$ cat src/rtl/dp_score_norm_select.sv
// Normalises DP matcher scores by path length (serial restoring divide) and picks the
// minimum-score template id once every NTEMPL results.
module dp_score_norm_select #(
  parameter int unsigned BIT    = 32,
  parameter int unsigned FRAC   = 8,
  parameter int unsigned NTEMPL = 4,
  parameter int unsigned TIDW   = 4
) (
  input  logic                     clk,
  input  logic                     reset,
  input  logic                     dv_in,
  input  logic [BIT+12:0]          scr_in,
  input  logic [6:0]               len_in,
  input  logic [TIDW-1:0]          tid_in,
  output logic                     busy,
  output logic                     dv_o,
  output logic [BIT+13+FRAC-1:0]   nscr_o,
  output logic [TIDW-1:0]          tid_o,
  output logic                     best_dv,
  output logic [TIDW-1:0]          best_id,
  output logic [BIT+13+FRAC-1:0]   best_scr,
  output logic                     err_o
);

  localparam int unsigned SW  = BIT + 13;
  localparam int unsigned NW  = SW + FRAC;
  localparam int unsigned CW  = $clog2(NW + 1);
  localparam int unsigned RCW = $clog2(NTEMPL + 1);

  typedef enum logic [1:0] {StIdle, StDiv, StOut} state_e;

  state_e          st_q, st_d;
  logic [NW-1:0]   num_q, num_d;
  logic [7:0]      rem_q, rem_d;
  logic [CW-1:0]   cnt_q, cnt_d;
  logic [6:0]      len_q, len_d;
  logic [TIDW-1:0] tid_q, tid_d;
  logic [NW-1:0]   nscr_q, nscr_d;
  logic [TIDW-1:0] tido_q, tido_d;

  logic [NW-1:0]   best_q, best_scr_q;
  logic [TIDW-1:0] best_id_q, best_ido_q;
  logic [RCW-1:0]  rcnt_q;
  logic            best_dv_q, err_q;

  logic [7:0]      rem_sh, rem_nx;
  logic            ge;
  logic [NW-1:0]   q_nx;
  logic            invalid;

  // Remainder stays below len (<=127), so the shifted value always fits in 8 bits.
  always_comb begin
    rem_sh  = {rem_q[6:0], num_q[NW-1]};
    ge      = rem_q[7] | (rem_sh >= {1'b0, len_q});
    rem_nx  = ge ? (rem_sh - {1'b0, len_q}) : rem_sh;
    q_nx    = {num_q[NW-2:0], ge};
    invalid = (scr_in == {SW{1'b1}}) || (len_in == 7'd0);
  end

  always_comb begin
    st_d   = st_q;
    num_d  = num_q;
    rem_d  = rem_q;
    cnt_d  = cnt_q;
    len_d  = len_q;
    tid_d  = tid_q;
    nscr_d = nscr_q;
    tido_d = tido_q;
    unique case (st_q)
      StIdle: begin
        if (dv_in) begin
          tid_d = tid_in;
          len_d = len_in;
          if (invalid) begin
            nscr_d = '1;
            tido_d = tid_in;
            st_d   = StOut;
          end else begin
            num_d = {scr_in, {FRAC{1'b0}}};
            rem_d = '0;
            cnt_d = '0;
            st_d  = StDiv;
          end
        end
      end
      StDiv: begin
        num_d = q_nx;
        rem_d = rem_nx;
        cnt_d = cnt_q + 1'b1;
        if (cnt_q == CW'(NW - 1)) begin
          nscr_d = q_nx;
          tido_d = tid_q;
          st_d   = StOut;
        end
      end
      StOut:   st_d = StIdle;
      default: st_d = StIdle;
    endcase
  end

  always_ff @(posedge clk or negedge reset) begin
    if (!reset) begin
      st_q   <= StIdle;
      num_q  <= '0;
      rem_q  <= '0;
      cnt_q  <= '0;
      len_q  <= '0;
      tid_q  <= '0;
      nscr_q <= '0;
      tido_q <= '0;
    end else begin
      st_q   <= st_d;
      num_q  <= num_d;
      rem_q  <= rem_d;
      cnt_q  <= cnt_d;
      len_q  <= len_d;
      tid_q  <= tid_d;
      nscr_q <= nscr_d;
      tido_q <= tido_d;
    end
  end

  logic            win, last;
  logic [NW-1:0]   best_nx;
  logic [TIDW-1:0] best_id_nx;

  // Strict less-than: ties keep the earlier id and all-ones can never win.
  always_comb begin
    win        = nscr_q < best_q;
    best_nx    = win ? nscr_q : best_q;
    best_id_nx = win ? tido_q : best_id_q;
    last       = (rcnt_q == RCW'(NTEMPL - 1));
  end

  always_ff @(posedge clk or negedge reset) begin
    if (!reset) begin
      best_q     <= '1;
      best_id_q  <= '0;
      rcnt_q     <= '0;
      best_dv_q  <= 1'b0;
      best_scr_q <= '0;
      best_ido_q <= '0;
      err_q      <= 1'b0;
    end else begin
      best_dv_q <= 1'b0;
      if (dv_in && (st_q != StIdle)) err_q <= 1'b1;
      if (st_q == StOut) begin
        if (last) begin
          best_dv_q  <= 1'b1;
          best_scr_q <= best_nx;
          best_ido_q <= best_id_nx;
          best_q     <= '1;
          best_id_q  <= '0;
          rcnt_q     <= '0;
        end else begin
          best_q    <= best_nx;
          best_id_q <= best_id_nx;
          rcnt_q    <= rcnt_q + 1'b1;
        end
      end
    end
  end

  assign busy     = (st_q != StIdle);
  assign dv_o     = (st_q == StOut);
  assign nscr_o   = nscr_q;
  assign tid_o    = tido_q;
  assign best_dv  = best_dv_q;
  assign best_id  = best_ido_q;
  assign best_scr = best_scr_q;
  assign err_o    = err_q;

endmodule

$ cat config.mk
export PLATFORM = sky130hd
export DESIGN_NAME = dp_score_norm_select
export DESIGN_NICKNAME = d
export VERILOG_FILES = /design/src/rtl/dp_score_norm_select.sv
export SDC_FILE = /design/constraint.sdc
export NUM_CORES = 1
export LEC_CHECK = 0
export CORE_ASPECT_RATIO = 1.75
export CORE_MARGIN = 2
export CORE_UTILIZATION = 30
export CTS_BUF_LIST = sky130_fd_sc_hd__clkbuf_16
export DETAILED_ROUTE_END_ITERATION = 6
export PLACE_DENSITY = 0.54
export SETUP_SLACK_MARGIN = 0.15
export SLEW_MARGIN = 10
export SYNTH_ARGS = -nofsm -noshare
export SYNTH_HDL_FRONTEND = slang
export SYNTH_SLANG_ARGS = --single-unit
$ cat constraint.sdc
create_clock -name clk -period 4.1 [get_ports clk]
set_clock_uncertainty 0.15 [all_clocks]
set_input_delay 0.41 -clock clk [delete_from_list [all_inputs] [get_ports clk]]
set_output_delay 0.41 -clock clk [all_outputs]
set_load 0.01 [all_outputs]
# Word level (Yosys, flattened, before mapping)

Index checks and enable logic that the tools add are counted.

Add/sub/neg operators: 3
Order comparisons: 2
Equal/unequal tests: 9
Mux-type cells: 29
Bitwise logic cells: 1
Reductions and logical operators: 11

Operator list:

| kind                 | number |
|---|---|
| $mux 53              | 7 |
| $pmux 53 s2          | 2 |
| $lt 53x53->1         | 1 |
| $eq 45x45->1 const B | 1 |
| $mux 8               | 3 |
| $mux 4               | 5 |
| $pmux 8 s2           | 1 |
| $mux 6               | 2 |
| $pmux 6 s2           | 1 |
| $ge 8x7->1           | 1 |
| $ne 2x2->1 const B   | 4 |
| $pmux 4 s2           | 1 |
| $sub 8x7->8          | 1 |
| $logic_not 7->1      | 1 |
| $add 6x1->6 const B  | 1 |
| $eq 6x6->1 const B   | 1 |
| $mux 2               | 3 |
| $reduce_and 2->1     | 3 |
| $pmux 2 s2           | 1 |
| $reduce_and 4->1     | 1 |
| $reduce_bool 2->1    | 2 |
| $add 3x1->3 const B  | 1 |
| $eq 3x2->1 const B   | 1 |
| $mux 3               | 1 |
| 8 further kinds      | 9 |

Register bits after elaboration: 256
Word-level logic and storage cells: 70

# Depth between registers and ports, before layout

Depth after elaboration: 5
Depth in mapped cells: 12
Depth with buffers taken out: 10

# Least setup slack after synthesis

OpenSTA, ideal clock, no wires.

Kind: register to register
Start: register best_q[22]
End: register best_id_q[0]
Library setup time: 0.127 ns
Arrival time: 2.364 ns
Required time: 3.823 ns
Setup slack: 1.459 ns
Cell stages (with the launch flop): 12
Buffers on the path: 2
Period minus slack after synthesis: 2.641 ns
Cell sequence: dfstp_2 inv_1 ha_1 a21oi_1 o21ai_1 a221o_1 o31ai_2 nand3_1 buf_2 clkbuf_1 o211ai_1 nand3_1

Longest elaborated chain between the ends: 3

Ends and longest elaborated chain:

| element                | line | text |
|---|---|---|
| start, declared        | 41   | `logic [NW-1:0] best_q, best_scr_q;` |
| start signal, assigned | 156  | `best_q <= best_nx;` |
| $lt 53x53->1           | 129  | `win = nscr_q < best_q;` |
| $mux 4                 | 131  | `best_id_nx = win ? tido_q : best_id_q;` |
| $mux 4                 | 148  | `if (last) begin` |
| end signal, assigned   | 157  | `best_id_q <= best_id_nx;` |
| end, declared          | 42   | `logic [TIDW-1:0] best_id_q, best_ido_q;` |

No other way between the ends.
A chain may end at the register's enable or synchronous reset.

# Worst setup path after layout

Start: register best_q[22]
End: register best_q[3]

Longest elaborated chain between the ends: 3

Ends and longest elaborated chain:

| element      | line | text |
|---|---|---|
| $lt 53x53->1 | 129  |  |
| $mux 53      | 130  | `best_nx = win ? nscr_q : best_q;` |
| $mux 53      | 148  |  |

No other way between the ends.

==> impl_metrics.sql <==
INSERT INTO impl_metrics (metric_group, metric, value, unit) VALUES
('status', 'run_status', 'completed', ''),
('synthesis', 'synthDistinctLibCells', '48', ''),
('clock_network', 'worst_skew_pair_latency', '0.55', 'ns'),
('global_routing', 'gr-total-overflow', '0', ''),
('synthesis', 'number_of_synthesis_warnings', '0', ''),
('die', 'floorplan.rows', '102', ''),
('worst_setup_path', 'cp_data_arrival_time', '3.64', 'ns'),
('worst_setup_path', 'setup_crit_start_kind', 'flop', ''),
('clock_network', 'cts_inserted_buffers', '26', ''),
('synthesis', 'syn_area', '13400', 'um2'),
('power_and_ir_drop', 'cellLeakagePower', '6.87', 'nW'),
('power_and_ir_drop', 'cellPowerDensity', '863', 'nW/um2'),
('worst_setup_path', 'timing.reg2reg.setup_slack', '0.76', 'ns'),
('sta', 'report.final.hold_viol_count', '0', ''),
('routing', 'ant_nets', '0', ''),
('routing', 'routed-wl-met2', '19.7', 'mm'),
('layout', 'layout.cells.most_common', 'sky130_fd_sc_hd__nand2_1', ''),
('worst_setup_path', 'crit_top_cell', 'sky130_fd_sc_hd__a21oi_1', ''),
('sta', 'setup_repair_after_global_routing_missed_its_margin', 'false', ''),
('routing', 'firstDrtPassIters', '5', ''),
('routing', 'highest-signal-layer', 'met4', ''),
('global_routing', 'grt_pass1_wl', '64.5', 'mm'),
('routing', 'drt-met1-wl', '17.2', 'mm'),
('die', 'die_width', '163', 'um'),
('worst_setup_path', 'timing.critical_path.max_delay_family', 'compound AO/OA/AOI/OAI gates', ''),
('synthesis', 'number_of_enable_flip_flop_cells_after_synthesis', '0', ''),
('worst_setup_path', 'crit_required', '4.39', 'ns'),
('die', 'area_of_the_core', '44200', 'um2'),
('synthesis', 'synth-seq-area-share', '48.5', '%'),
('worst_setup_path', 'endpoint_kind', 'flop', ''),
('clock_network', 'clock_path_buffers', '3', ''),
('synthesis', 'yosys.area.top_type_share', '38.0', '%'),
('flow_run', 'max_cap_violation_count', '0', ''),
('routing', 'drt-total-wl', '40.1', 'mm'),
('global_routing', 'grt_antenna_before_repair', '0', ''),
('layout', 'num-fill-cells', '4549', ''),
('layout', 'final_cell_mix', 'sky130_fd_sc_hd__nand2_1 (239), sky130_fd_sc_hd__dfrtp_1 (203), sky130_fd_sc_hd__clkdlybuf4s50_1 (175)', ''),
('synthesis', 'syn-instance-count', '1546', ''),
('routing', 'drt_drc_violations_left', '0', ''),
('worst_setup_path', 'critPathKind', 'flop to flop', ''),
('die', 'die_height', '283', 'um'),
('synthesis', 'synth_area_leader_cell', 'sky130_fd_sc_hd__dfrtp_1', ''),
('worst_setup_path', 'critical_path_cell_sequence', 'inv_1 -> ha_1 -> a21oi_1 -> o21ai_1 -> a221o_1 -> o31ai_2 -> and3_4 -> buf_12 -> a21oi_1 -> a211oi_1', ''),
('min_path', 'worst_hold_path_type', 'input pin to flop', ''),
('synthesis', 'yosys_register_bits', '256', ''),
('sta', 'maxSlewHeadroom', '43.3', '%'),
('clock_network', 'tritoncts', 'yes', ''),
('layout', 'area_delta_synth_final', '23.7', '%'),
('synthesis', 'synth_top_cells_by_area', 'sky130_fd_sc_hd__dfrtp_1 (38%), sky130_fd_sc_hd__dfstp_2 (10%), sky130_fd_sc_hd__nand2_1 (6.7%), sky130_fd_sc_hd__ha_1 (5.8%), sky130_fd_sc_hd__nor2_1 (4.9%)', ''),
('place', 'routabilityCongestion', '0.803', ''),
('clock_network', 'cts_resized', '0', ''),
('routing', 'viasPerCell', '5.20', ''),
('sta', 'final_min_period_over_clock_period', '81.5', '%'),
('place', 'io_buffer_count', '176', ''),
('die', 'io_pins', '177', ''),
('worst_setup_path', 'critical_path_depth', '10', ''),
('power_and_ir_drop', 'vdd.ir_drop.worst', '0.443', 'mV'),
('layout', 'diodes', '0', ''),
('synthesis', 'async_reset_ff_share', '100', '%'),
('worst_setup_path', 'cp_max_fo', '42', ''),
('worst_setup_path', 'crit_end', 'best_q[3]', ''),
('sta', 'report.final.setup_viol', '0', ''),
('global_routing', 'grt_pass1_vias', '11300', ''),
('worst_setup_path', 'r2r_cells', '10', ''),
('layout', 'multi_input_comb_area', '6170', 'um2'),
('sta', 'report.final.slew_viol_count', '0', ''),
('worst_setup_path', 'max_stage_delay', '0.61', 'ns'),
('synthesis', 'synth_nets', '1668', ''),
('worst_setup_path', 'critical-path-slowest-cell', 'sky130_fd_sc_hd__and3_4', ''),
('min_path', 'hold_depth', '3', ''),
('die', 'floorplan.initialDensity', '30.2', '%');
-- flip-flops by register name (all words and copies together), names as in the netlist --
signal / cells
best_id_q: 4
num_q: 53
rem_q: 8
best_scr: 53
rcnt_q: 3
cnt_q: 6
len_q: 7
best_id: 4
st_q: 2
err_o: 1
nscr_o: 53
tid_o: 4
best_dv: 1
tid_q: 4
best_q: 53
-- area by class of cell --
type                            count  share of cell area (%)
Clock inverter                     21                   0.606
Sequential cell                   256                    39.2
Tap cell                          572                    4.33
Multi-Input combinational cell   1097                    37.4
Timing Repair Buffer              205                    12.9
Clock buffer                       27                    4.09
Inverter                           67                    1.52
-- worst register-to-register path, stage by stage, from the launching register on --
cell                       delay (ns)
sky130_fd_sc_hd__dfstp_2         0.54
sky130_fd_sc_hd__inv_1           0.07
sky130_fd_sc_hd__ha_1            0.29
sky130_fd_sc_hd__a21oi_1         0.16
sky130_fd_sc_hd__o21ai_1         0.11
sky130_fd_sc_hd__a221o_1         0.34
sky130_fd_sc_hd__o31ai_2         0.31
sky130_fd_sc_hd__and3_4          0.61
sky130_fd_sc_hd__buf_12          0.29
sky130_fd_sc_hd__a21oi_1         0.14
sky130_fd_sc_hd__a211oi_1        0.23
-- power by group --
| group | total (W) | internal, W | switching [W] |
|---|---|---|---|
| combinational | 0.00724 | 0.00312 | 0.00412 |
| sequential | 0.00477 | 0.00369 | 0.00108 |
| clock | 0.00224 | 0.00119 | 0.00105 |
| total | 0.0142 | 0.00800 | 0.00625 |
-- synth_stat cells, drive strengths merged, types with 2 or more instances --
master and n:
nor2 173, nor2b 7, ha 62, a211oi 54, clkbuf 90, and2 2
inv 67, or2 2, o211ai 7, a31oi 103, a21o 6, nor3 10
nand4 28, o21a 5, o21ai 141, nand3 70, buf 36, nand2 240
nand2b 4, a221o 2, a21boi 2, nor4 61, dfstp 53, a22o 9
a21oi 77, mux2i 10, and3 2, o31ai 2, dfrtp 203, xnor2 5
mux2 5
-- repair_timing --
action,CTS,global route
hold endpoints to repair,95,0
hold buffers,1,0
setup buffers,0,0
-- worst min path at each step --
| stage | startpoint | endpoint | slack [ns] |
|---|---|---|---|
| detailed placement | err_o | err_o | 0.30 |
| CTS | scr_in[30] | num_q[38] | 0.28 |
| finish | scr_in[30] | num_q[38] | 0.30 |
| floorplan | reset | best_dv | -0.04 |
| global placement | err_o | err_o | 0.31 |
| global route | scr_in[29] | num_q[37] | 0.31 |
-- cell families (layout without fill, tap and decap cells) --
kind of cell	count (synthesis)	in the layout	share of synthesized area [%]
compound gates	413	413	18.4
buf+inv	193	320	5.92
mux	15	15	1.17
simple gates	601	601	19.7
flops	256	256	48.5
fa+ha+maj	63	63	5.96
xor+xnor	5	5	0.328
-- layer usage --
layer / global-route usage [%] / up-vias
met3: 2.01 / 62
li1: - / 5696
met2: 28.8 / 310
met5: 0 / -
met4: 6.56 / 0
met1: 22.7 / 5616
-- per-stage QoR --
step	utilization [%]	std cells	hold WS [ns]	instance area [um2]	worst slack, ns
floorplan	-	1546	-0.0356	13400	1.46
global placement	35.6	2196	0.311	15700	0.912
detailed placement	35.6	2196	0.299	15700	0.828
CTS	37.4	2245	0.279	16500	0.787
global route	37.4	2245	0.305	16500	0.557
finish	37.4	2245	0.299	16500	0.759
No activity file was read; power rests on OpenSTA's default activity.
